<file path="src/rtl/key_debounce_scan_pkg.sv">
// Shared types and constants for the pushbutton debounce front end.
package key_debounce_scan_pkg;

    // Per-key debounce FSM states
    typedef enum logic [1:0] {
        IDLE      = 2'd0,
        PRESS_CHK = 2'd1,
        HELD      = 2'd2,
        REL_CHK   = 2'd3
    } key_state_e;

    localparam int unsigned CLK_FREQ_HZ = 200_000_000;

    // Converts a duration in milliseconds to clk cycles at CLK_FREQ_HZ.
    function automatic int unsigned ms_to_cycles(input int unsigned ms);
        return ms * (CLK_FREQ_HZ / 1000);
    endfunction

endpackage

</file>
<file path="src/rtl/key_debounce_cell.sv">
// One key: 2-FF synchroniser, polarity normalisation, debounce FSM,
// debounce counter and long-press hold counter. Outputs are registered.
//
// state     | meaning
// ----------|------------------------------------------------------------
// IDLE      | key released and accepted as released
// PRESS_CHK | press seen, waiting for DEBOUNCE_CYCLES of stable press
// HELD      | press accepted, hold counter running
// REL_CHK   | release seen, waiting for DEBOUNCE_CYCLES of stable release
module key_debounce_cell
    import key_debounce_scan_pkg::*;
#(
    parameter int KEY_ACTIVE_LOW    = 1,
    parameter int DEBOUNCE_CYCLES   = 4_000_000,
    parameter int LONG_PRESS_CYCLES = 200_000_000
) (
    input  logic clk,
    input  logic rst_n,
    input  logic key_in,
    output logic key_level,
    output logic key_press,
    output logic key_release,
    output logic key_long
);

    localparam int CNT_MAX = (LONG_PRESS_CYCLES > DEBOUNCE_CYCLES) ? LONG_PRESS_CYCLES : DEBOUNCE_CYCLES;
    localparam int CW      = $clog2(CNT_MAX + 1);

    localparam logic [CW-1:0] DB_LAST = CW'(DEBOUNCE_CYCLES - 1);
    localparam logic [CW-1:0] LP_LAST = CW'(LONG_PRESS_CYCLES - 1);
    // Hold counter parks one past LP_LAST so key_long fires once per hold.
    localparam logic [CW-1:0] LP_SAT  = CW'(LONG_PRESS_CYCLES);
    localparam logic          REL_LVL = (KEY_ACTIVE_LOW != 0) ? 1'b1 : 1'b0;

    logic          sync_1, sync_2, pressed;
    key_state_e    state, state_nxt;
    logic [CW-1:0] cnt, cnt_nxt;
    logic [CW-1:0] hold_cnt, hold_nxt;
    logic          level_nxt, press_nxt, release_nxt, long_nxt;

    // Two-flop synchroniser, preloaded with the released level on reset
    always_ff @(posedge clk) begin
        if (!rst_n) begin
            sync_1 <= REL_LVL;
            sync_2 <= REL_LVL;
        end else begin
            sync_1 <= key_in;
            sync_2 <= sync_1;
        end
    end

    assign pressed = sync_2 ^ REL_LVL;

    // State, counters and registered outputs
    always_ff @(posedge clk) begin
        if (!rst_n) begin
            state       <= IDLE;
            cnt         <= '0;
            hold_cnt    <= '0;
            key_level   <= 1'b0;
            key_press   <= 1'b0;
            key_release <= 1'b0;
            key_long    <= 1'b0;
        end else begin
            state       <= state_nxt;
            cnt         <= cnt_nxt;
            hold_cnt    <= hold_nxt;
            key_level   <= level_nxt;
            key_press   <= press_nxt;
            key_release <= release_nxt;
            key_long    <= long_nxt;
        end
    end

    // Next-state, counter updates and event detection
    always_comb begin
        state_nxt   = state;
        cnt_nxt     = cnt;
        hold_nxt    = hold_cnt;
        level_nxt   = key_level;
        press_nxt   = 1'b0;
        release_nxt = 1'b0;
        long_nxt    = 1'b0;

        // Hold time keeps accruing through release bounces
        if (state == HELD || state == REL_CHK) begin
            if (hold_cnt != LP_SAT) begin
                hold_nxt = hold_cnt + 1'b1;
            end
            long_nxt = (hold_cnt == LP_LAST);
        end

        case (state)
            IDLE: begin
                cnt_nxt = '0;
                if (pressed) begin
                    state_nxt = PRESS_CHK;
                end
            end
            PRESS_CHK: begin
                if (!pressed) begin
                    state_nxt = IDLE;
                    cnt_nxt   = '0;
                end else if (cnt == DB_LAST) begin
                    state_nxt = HELD;
                    cnt_nxt   = '0;
                    hold_nxt  = '0;
                    press_nxt = 1'b1;
                    level_nxt = 1'b1;
                end else begin
                    cnt_nxt = cnt + 1'b1;
                end
            end
            HELD: begin
                if (!pressed) begin
                    state_nxt = REL_CHK;
                    cnt_nxt   = '0;
                end
            end
            REL_CHK: begin
                if (pressed) begin
                    state_nxt = HELD;
                    cnt_nxt   = '0;
                end else if (cnt == DB_LAST) begin
                    state_nxt   = IDLE;
                    cnt_nxt     = '0;
                    release_nxt = 1'b1;
                    level_nxt   = 1'b0;
                end else begin
                    cnt_nxt = cnt + 1'b1;
                end
            end
            default: begin
                state_nxt = IDLE;
                cnt_nxt   = '0;
            end
        endcase
    end

endmodule

</file>
<file path="src/rtl/key_debounce_scan.sv">
// Pushbutton front end: one independent debounce cell per key.
module key_debounce_scan
    import key_debounce_scan_pkg::*;
#(
    parameter int NUM_KEYS          = 4,
    parameter int KEY_ACTIVE_LOW    = 1,
    parameter int DEBOUNCE_CYCLES   = int'(ms_to_cycles(20)),
    parameter int LONG_PRESS_CYCLES = int'(ms_to_cycles(1000))
) (
    input  logic                clk,
    input  logic                rst_n,
    input  logic [NUM_KEYS-1:0] key_in,
    output logic [NUM_KEYS-1:0] key_level,
    output logic [NUM_KEYS-1:0] key_press,
    output logic [NUM_KEYS-1:0] key_release,
    output logic [NUM_KEYS-1:0] key_long
);

    for (genvar k = 0; k < NUM_KEYS; k++) begin : g_key
        key_debounce_cell #(
            .KEY_ACTIVE_LOW   (KEY_ACTIVE_LOW),
            .DEBOUNCE_CYCLES  (DEBOUNCE_CYCLES),
            .LONG_PRESS_CYCLES(LONG_PRESS_CYCLES)
        ) u_cell (
            .clk        (clk),
            .rst_n      (rst_n),
            .key_in     (key_in[k]),
            .key_level  (key_level[k]),
            .key_press  (key_press[k]),
            .key_release(key_release[k]),
            .key_long   (key_long[k])
        );
    end

endmodule

</file>
<file path="config.mk">
export PLATFORM = sky130hd
export DESIGN_NAME = key_debounce_scan
export DESIGN_NICKNAME = d
export VERILOG_FILES = /design/src/rtl/key_debounce_scan_pkg.sv /design/src/rtl/key_debounce_cell.sv /design/src/rtl/key_debounce_scan.sv
export SDC_FILE = /design/constraint.sdc
export NUM_CORES = 1
export LEC_CHECK = 0
export ABC_AREA = 1
export CORE_MARGIN = 1
export CORE_UTILIZATION = 35
export CTS_BUF_LIST = sky130_fd_sc_hd__clkbuf_16
export DETAILED_ROUTE_END_ITERATION = 6
export MAX_ROUTING_LAYER = met4
export REMOVE_ABC_BUFFERS = 1
export SLEW_MARGIN = 15
export SYNTH_ARGS = -nofsm -noshare
export SYNTH_HDL_FRONTEND = slang
export SYNTH_SLANG_ARGS = --single-unit
</file>
<file path="constraint.sdc">
create_clock -name clk -period 2.4 [get_ports clk]
set_clock_uncertainty 0.15 [all_clocks]
set_input_delay 0.36 -clock clk [delete_from_list [all_inputs] [get_ports clk]]
set_output_delay 0.36 -clock clk [all_outputs]
set_load 0.01 [all_outputs]
</file>
After elaboration in Yosys (flattened, before gate mapping)
Index checks and enable logic that the tools add are counted.
{ "totals": {"input_bits": 6, "register_bits": 256, "output_inout_bits": 16} }
{ "classes": {"addsub": 8, "bitwise_logic": 5, "muxes": 92, "reduce_logical": 32, "eq_ne": 56} }
{ "op_table": {"columns": ["cell", "count"], "rows": [
  ["2-to-1 mux 28 bit", 36],
  ["case mux 28 bit (4 select lines)", 4],
  ["adder 28 x 1 -> 28 bit (second input constant)", 8],
  ["equality test 28 x 22 -> 1 bit (second input constant)", 4],
  ["equality test 28 bit (second input constant)", 4],
  ["!= test 28 bit (second input constant)", 4],
  ["2-to-1 mux 2 bit", 24],
  ["case mux 2 bit (4 select lines)", 4],
  ["!= test 2 x 1 -> 1 bit (second input constant)", 12],
  ["!= test 2 bit (second input constant)", 12],
  ["2-to-1 mux 1 bit", 20],
  ["AND reduction 5 bit", 4],
  ["equality test 2 bit (second input constant)", 8],
  ["AND reduction 4 bit", 4],
  ["!= test 3 x 1 -> 1 bit (second input constant)", 4],
  ["!= test 3 bit (second input constant)", 4],
  ["AND reduction 3 bit", 4],
  ["OR reduction 3 bit", 4],
  ["equality test 2 x 1 -> 1 bit (second input constant)", 4],
  ["logical NOT 2 bit", 4],
  ["case mux 1 bit (2 select lines)", 4],
  ["AND reduction 2 bit", 4],
  ["nonzero test 2 bit", 4],
  ["NOT 1 bit", 5],
  ["logical OR 1 bit", 4]
]} }

Logic depth before layout (Yosys ltp)
Gate-level depths: netlist of the first run.
{ "depth": {"word_depth": 6, "ltp_mapped": 13, "depth_no_buf": 12} }

Cells and area by module
Synthesis of the first run repeated with hierarchy kept, for this count alone.
{ "unflattened": {"hier_cells": 2753, "area_unflattened_um2": 16248.1} }
{ "by_module_without_submodules": {"columns": ["mod", "area_each_um2", "seq_area_each_um2", "cells_each", "n_inst"], "rows": [
  ["key_debounce_cell at g_key[1].u_cell ...", 4056.4, 1281.2, 697, 2],
  ["key_debounce_cell at g_key[0].u_cell", 4137.7, 1281.2, 706, 1],
  ["key_debounce_cell at g_key[3].u_cell", 3997.6, 1281.2, 653, 1]
]} }

Least setup slack after synthesis of the first run
OpenSTA, ideal clock, no wires.
{ "synth_timing": {"path_type": "reg2reg", "from": "register g_key[2].u_cell.cnt[0]", "to": "register g_key[2].u_cell.hold_cnt[1]", "required_ns": 2.134, "path_slack_ns": 0.520, "stages_incl_launch_ff": 12, "t_arrival_ns": 1.614, "n_path_buf": 1, "path_cell_list": "dfxtp_1 ha_1 nand2_1 nor2_2 nand2_1 nor3_1 nand2_1 nor2_1 nand3_2 nand2_4 buf_4 nor2_1"} }
{ "synth_via": {"elab_chain_cells": 4} }
{ "synth_lines": {"columns": ["element", "line", "source"], "rows": [
  ["from (decl)", "key_debounce_cell.sv:37", "logic [CW-1:0] cnt, cnt_nxt;"],
  ["from (signal assigned)", "key_debounce_cell.sv:66", "cnt <= cnt_nxt;"],
  ["equality test 28 x 22 -> 1 bit", "key_debounce_cell.sv:104", "end else if (cnt == DB_LAST) begin"],
  ["2-to-1 mux 28 bit", "key_debounce_cell.sv:104", null],
  ["2-to-1 mux 28 bit", "key_debounce_cell.sv:101", "if (!pressed) begin"],
  ["2-to-1 mux 28 bit", "key_debounce_cell.sv:93", "case (state)"],
  ["to (signal assigned)", "key_debounce_cell.sv:67", "hold_cnt <= hold_nxt;"],
  ["to (decl)", "key_debounce_cell.sv:38", "logic [CW-1:0] hold_cnt, hold_nxt;"]
]} }
No other way between the ends.
A chain may end at the register's enable or synchronous reset.

Worst setup path in the final report of the first run
{ "layout_timing": {"from": "register g_key[0].u_cell.cnt[0]", "to": "register g_key[0].u_cell.hold_cnt[12]"} }
{ "layout_via": {"elab_chain_cells": 4} }
{ "layout_lines": {"columns": ["element", "line"], "rows": [
  ["from (decl)", "key_debounce_cell.sv:37"],
  ["from (signal assigned)", "key_debounce_cell.sv:66"],
  ["equality test 28 x 22 -> 1 bit", "key_debounce_cell.sv:104"],
  ["2-to-1 mux 28 bit", "key_debounce_cell.sv:104"],
  ["2-to-1 mux 28 bit", "key_debounce_cell.sv:101"],
  ["2-to-1 mux 28 bit", "key_debounce_cell.sv:93"],
  ["to (signal assigned)", "key_debounce_cell.sv:67"],
  ["to (decl)", "key_debounce_cell.sv:38"]
]} }
No other way between the ends.

==> run_results.csv, run 1 <==
group,metric,value,unit
global_route,grt_use_total,0.191,
sta,finalMaxSlewViolations,0,
die,rows,76,
logic_synthesis,syn_area,0.0154,sq mm
logic_synthesis,ys_types,44,
sta,setup_viol,0,
cts,clockBufferDepth,3,
global_route,first_global_vias,14900,
job,drv_cap,0,
die,fp.dieW,212,um
cts,worstSkewPairLatency,580,ps
cts,cts_root_buf,"clkbuf_16",
sta,tightest_slew,762,ps
sta,clock.fmax,0.465,GHz
die,die_y,212,um
routing,drtIter0Drc,997,
routing,wl,41000,um
critical_path,cp.arrival,2470,ps
global_route,overflow,0,
run_status,status,"completed",
logic_synthesis,synth_ff_type,"dfxtp_1",
cts,cts_max_level,1,
routing,drtPass1Iterations,6,
sta,fin_crit,2150,ps
cts,cts.sinks,256,
min_path,hold_path.class,"input port to register",
critical_path,critical_path.endpoint_type,"register",
global_route,antenna_found_initial,0,
logic_synthesis,yosysWarnings,0,
sta,hold_viol,0,
sta,finalCritPeriodShare,0.897,
routing,drc,0,
logic_synthesis,synth-seq-cells,256,
placement,io_buffers,21,
layout,final_nets,2575,
sta,slew_headroom,0.491,
layout,area_growth,12.7,%
die,dieArea,0.0448,sq mm
pwr,p_leak,6.28,nW
logic_synthesis,yosysSeqAreaShare,0.333,
placement,dp_hpwl,30000,um
layout,num_antenna_cells,0,
layout,layout-drive-gt1-share,0.0593,
die,fp.coreArea,0.0432,sq mm
routing,vias,15500,
sta,rsz0062_at_grt,"no",
die,boundaryPins,22,
critical_path,crit_type,"register to register",
placement,post-place-cells,3109,
critical_path,cp.required,2720,ps
logic_synthesis,syn_inst,2530,
critical_path,r2r_slack,250,ps
pwr,powerDensity,528,mW/mm^2
logic_synthesis,async_flop_share,0,
routing,viasPerCell,4.90,
logic_synthesis,synth-edff-count,0,
layout,utilization,0.402,
routing,postRouteAntennaNets,0,
critical_path,start_kind,"register",
cts,cts_inserted_buffers,31,
die,initial_core_util,0.356,
critical_path,worstPathMaxFanout,28,
layout,fillerInstances,4727,
global_route,grt_max_degree,38,
cts,clkTransAtPathRegs,60,ps
pwr,vdd_ir_drop_max,523,uV
layout,fin_cells,3164,
cts,cts_setup_buffers,0,
global_route,grt_pass1_wl,70200,um
cts,cts_tree,"yes",
routing,avgRoutedWirePerCell,13.0,um
placement,routabilityCongestion,0.949,
logic_synthesis,syn_area_per_cell,6.08,sq um
==> final timing paths <==
path	endpoint	cells after the start	start
worst max-delay path	g_key[0].u_cell.hold_cnt[12]$_SDFF_PN0_	11	g_key[0].u_cell.cnt[0]$_SDFFE_PN0P_
worst min-delay path	g_key[2].u_cell.key_release$_SDFF_PN0_	3	rst_n
worst max register to register	g_key[0].u_cell.hold_cnt[12]$_SDFF_PN0_	11	g_key[0].u_cell.cnt[0]$_SDFFE_PN0P_
worst min register to register	g_key[1].u_cell.sync_2$_SDFF_PN1_	1	g_key[1].u_cell.sync_1$_SDFF_PN1_
==> cells in the final DEF (no fill, tap or decap), types with 3 or more instances in the layout <==
cell,synthesis,layout
a21oi_1,181,181
a21oi_2,10,10
buf_4,22,53
bufinv_16,0,4
clkbuf_16,0,31
clkdlybuf4s50_1,0,20
clkinv_1,2,7
clkinv_2,1,7
clkinvlp_4,0,3
dfxtp_1,256,256
ha_1,12,12
inv_1,265,269
inv_2,3,4
nand2_1,748,748
nand2_2,4,4
nand3_1,227,227
nand3_2,4,4
nand3b_1,20,20
nand4_1,52,52
nor2_1,411,410
nor2_2,6,6
nor3_1,70,70
nor3b_1,5,5
nor4_1,14,14
o211ai_1,4,4
o21ai_0,48,48
o21bai_1,4,4
o22ai_1,3,3
o31ai_1,4,4
or2_2,17,17
xnor2_1,10,10
xor2_1,53,53
==> routing by layer <==
metal	up-vias	global-route usage	routed length, um
met5	-	-	0
met4	0	0.0535	798
met3	61	0.0242	1720
met2	288	0.312	18600
met1	7016	0.247	19900
li1	8144	-	-
==> flip-flops by register name, indices dropped and copies added, names as in the netlist, named ones only <==
register / flops
g_key.u_cell.cnt: 112
g_key.u_cell.hold_cnt: 112
g_key.u_cell.key_level: 4
g_key.u_cell.key_long: 4
g_key.u_cell.key_press: 4
g_key.u_cell.key_release: 4
g_key.u_cell.state: 4
g_key.u_cell.sync_1: 4
g_key.u_cell.sync_2: 4
==> report_power, final <==
part	internal, W	leakage [nW]	switching [W]
sequential	0.00427	2.06	0.0000150
combinational	0.0000640	3.72	0.000159
clock	0.00275	0.498	0.00189
==> synthesized netlist by cell type, types with 22 or more instances <==
cell type,instances,share of area
nand2_1,748,0.18
nor2_1,411,0.10
inv_1,265,0.065
dfxtp_1,256,0.33
nand3_1,227,0.074
a21oi_1,181,0.059
nor3_1,70,0.023
xor2_1,53,0.030
nand4_1,52,0.021
o21ai_0,48,0.016
clkbuf_1,43,0.010
buf_4,22,0.011
==> critical path, stage by stage (launching register included) <==
cell	delay, ps
dfxtp_1	380
ha_1	260
nand3_2	130
inv_2	100
nand2_2	100
clkinv_2	100
nand2_2	80
nor2_4	170
nand2_2	110
o21ai_4	150
buf_12	210
nor2_1	70
==> through the flow <==
| stage | TNS [ps] | setup WS (ps) | power [W] | area [sq um] | hold slack, ps |
|---|---|---|---|---|---|
| global route | 0 | 24.9 | 0.00951 | 17300 | 73.4 |
| finish | 0 | 247 | 0.00915 | 17300 | 90.1 |
| floorplan | -31900 | -755 | 0.00448 | 15000 | 243 |
| CTS | 0 | 3.94 | 0.00932 | 17300 | 80.9 |
| global placement | 0 | 126 | 0.00460 | 16300 | 247 |
| detailed placement | 0 | 30.1 | 0.00460 | 16300 | 250 |
==> cell type report <==
class	instances	area, sq um	share of cell area
clock buffer	31	776	0.0447
timing repair buffer	76	643	0.0371
multi-input combinational	1921	8820	0.509
inverter	271	1020	0.0587
tap	585	732	0.0422
sequential	256	5120	0.296
clock inverter	24	219	0.0126
==> cells by family after synthesis <==
| kind of cell | Yosys count | share of synthesized area |
|---|---|---|
| buf+inv | 353 | 0.0936 |
| flops | 256 | 0.333 |
| xor+xnor | 63 | 0.0359 |
| simple gates | 1583 | 0.435 |
| compound gates | 263 | 0.0926 |
| fa+ha+maj | 12 | 0.00976 |
==> what timing repair did <==
item | CTS | global route
resized for setup | 0 | 1
hold buffers | 0 | 0
setup endpoints to repair | 0 | 19
Power figures use the tool's default switching activity.
==> run 2, diff against run 1 <==
- DONT_BUFFER_PORTS: not set -> 1
==> run_results.csv, run 2 (synthesis results as in run 1) <==
group,metric,value,unit
critical_path,cpPeakStageDelay,760,ps
critical_path,crit_slowest_cell,"dlygate4sd3_1",
critical_path,worst-path-buf-inv,4,
routing,vias,15500,
layout,fillerInstances,4697,
routing,drc,0,
critical_path,reg2reg_from,"g_key[1].u_cell.cnt[1]$_SDFFE_PN0P_",
routing,viasPerCell,4.94,
die,dieArea,0.0448,sq mm
cts,cts.sinks,256,
global_route,grt_max_degree,82,
layout,fin_cells,3139,
pwr,p_seq_frac,0.453,
critical_path,start_kind,"input port",
run_status,status,"completed",
routing,postRouteAntennaNets,0,
placement,post-place-cells,3071,
routing,wl,40200,um
layout,layout-drive-gt1-share,0.0579,
global_route,grt-busiest-layer,"met2",
cts,clkTransAtPathRegs,60,ps
layout,area_growth,11.8,%
routing,drtPass1Iterations,5,
critical_path,r2r_slack,230,ps
critical_path,cp.arrival,2500,ps
global_route,grt_util_met2,0.300,
layout,final_nets,2550,
global_route,first_global_vias,14500,
critical_path,rr_endpoint,"g_key[1].u_cell.hold_cnt[4]$_SDFF_PN0_",
critical_path,crit_family,"buffers and inverters",
pwr,pwr-share-clk,0.524,
die,fp.coreArea,0.0432,sq mm
critical_path,crit_type,"input port to register",
cts,worstSkewPairLatency,540,ps
cts,cts_inserted_buffers,34,
layout,top_regs,"g_key.u_cell.cnt: 112 flops, g_key.u_cell.hold_cnt: 112 flops",
critical_path,critical_path.endpoint_type,"register",
sta,finalMaxSlewViolations,0,
sta,tightest_slew,674,ps
pwr,p_sw_frac,0.229,
global_route,grt_use_total,0.189,
placement,io_buffers,0,
layout,num_antenna_cells,0,
sta,worst_slack,164,ps
die,rows,76,
critical_path,reg2reg_depth,10,
global_route,use_met1,0.245,
routing,avgRoutedWirePerCell,12.8,um
job,drv_cap,0,
cts,cts_root_buf,"clkbuf_16",
min_path,holdPathStages,3,
cts,clockBufferDepth,3,
sta,finalCritPeriodShare,0.932,
pwr,powerDensity,549,mW/mm^2
critical_path,cp.required,2660,ps
die,die_y,212,um
layout,final_cell_mix,"747 x nand2_1, 410 x nor2_1, 264 x inv_1",
sta,hold_viol,0,
placement,dp_hpwl,28600,um
sta,setup_viol,0,
sta,clock.fmax,0.447,GHz
cts,cts_tree,"yes",
min_path,hold_path.class,"input port to register",
die,boundaryPins,22,
pwr,vdd_ir_drop_max,358,uV
pwr,power.switching,0.00216,W
global_route,antenna_found_initial,0,
critical_path,worstPathMaxFanout,38,
global_route,use_met3,0.0249,
die,initial_core_util,0.356,
critical_path,worstPathCellList,"dlygate4sd3_1 > buf_12 > clkinv_2 > or2_2 > dlygate4sd3_1",
min_path,hp-start,"rst_n",
global_route,grt_pass1_wl,68500,um
placement,routabilityCongestion,0.918,
placement,pre_cts_ws,-32.5,ps
layout,layout.cells.most_common,"nand2_1",
routing,drtIter0Drc,1147,
global_route,overflow,0,
critical_path,cp_common_cell,"dlygate4sd3_1",
pwr,p_leak,6.19,nW
pwr,combinationalPowerShare,0.022,
pwr,p_int,0.00729,W
die,fp.dieW,212,um
cts,cts_max_level,2,
sta,fin_crit,2240,ps
sta,slew_headroom,0.546,
sta,rsz0062_at_grt,"no",
min_path,holdPathEnd,"g_key[3].u_cell.hold_cnt[4]$_SDFF_PN0_",
-- run 2: power by group through the flow --
stage | Combinational, W | Clock, W | Sequential, W
2_1_floorplan | 0.000102 | 0 | 0.00438
3_3_place_gp | 0.000182 | 0 | 0.00437
3_5_place_dp | 0.000183 | 0 | 0.00438
4_1_cts | 0.000212 | 0.00512 | 0.00428
5_1_grt | 0.000234 | 0.00529 | 0.00428
6_report | 0.000212 | 0.00496 | 0.00428
-- run 2: routing by layer --
metal  vias to the layer above  share of wire
met5                         -              0
met4                         0          0.026
met3                        77          0.046
met2                       321           0.45
met1                      7010           0.48
li1                       8097              -
-- run 2: stage by stage --
stage	cell area (sq um)	util	hold WS, ps	TNS [ps]	total power (W)
global route	17200	0.398	23.7	0	0.00981
detailed placement	16000	0.371	248	-62.0	0.00456
finish	17200	0.398	14.7	0	0.00945
CTS	17200	0.398	1.67	0	0.00961
global placement	16000	0.371	246	-48.5	0.00456
floorplan	15000	-	243	-31900	0.00448
-- run 2: tightest hold or removal path, stage by stage --
cell     delay, ps
nand2_2         50
buf_12         160
nor2_1          80
-- run 2: repair_timing --
item                                    in CTS  in global routing
hold endpoints to repair                    50                  0
buffers inserted                             0                  2
gates cloned                                 0                  1
gates resized for setup                      1                  3
endpoints found under the setup margin       3                  4
hold buffers                                 7                  0
-- run 2: worst max path at each step --
stage	endpoint	slack, ps	startpoint	cells after the start
after global placement	g_key[1].u_cell.cnt[6]$_SDFFE_PN0P_	-50	g_key[1].u_cell.cnt[0]$_SDFFE_PN0P_	12
after CTS	g_key[2].u_cell.cnt[3]$_SDFFE_PN0P_	200	g_key[2].u_cell.cnt[0]$_SDFFE_PN0P_	10
after floorplan	g_key[0].u_cell.cnt[6]$_SDFFE_PN0P_	-750	register	8
after detailed placement	g_key[1].u_cell.cnt[16]$_SDFFE_PN0P_	-30	g_key[1].u_cell.cnt[0]$_SDFFE_PN0P_	10
final	g_key[3].u_cell.sync_1$_SDFF_PN1_	160	rst_n	5
after global routing	g_key[3].u_cell.cnt[2]$_SDFFE_PN0P_	40	g_key[3].u_cell.cnt[1]$_SDFFE_PN0P_	12
-- run 2: area by class of cell --
class / instances / area, sq um / area share
well taps: 585 / 732 / 0.0425
clock buffers: 35 / 876 / 0.0509
multi-input cells: 1921 / 8830 / 0.513
flip-flops and latches: 256 / 5120 / 0.298
repair buffers: 47 / 418 / 0.0243
repair inverters: 1 / 7.51 / 0.000436
inverters: 271 / 1020 / 0.0595
clock inverters: 23 / 194 / 0.0113
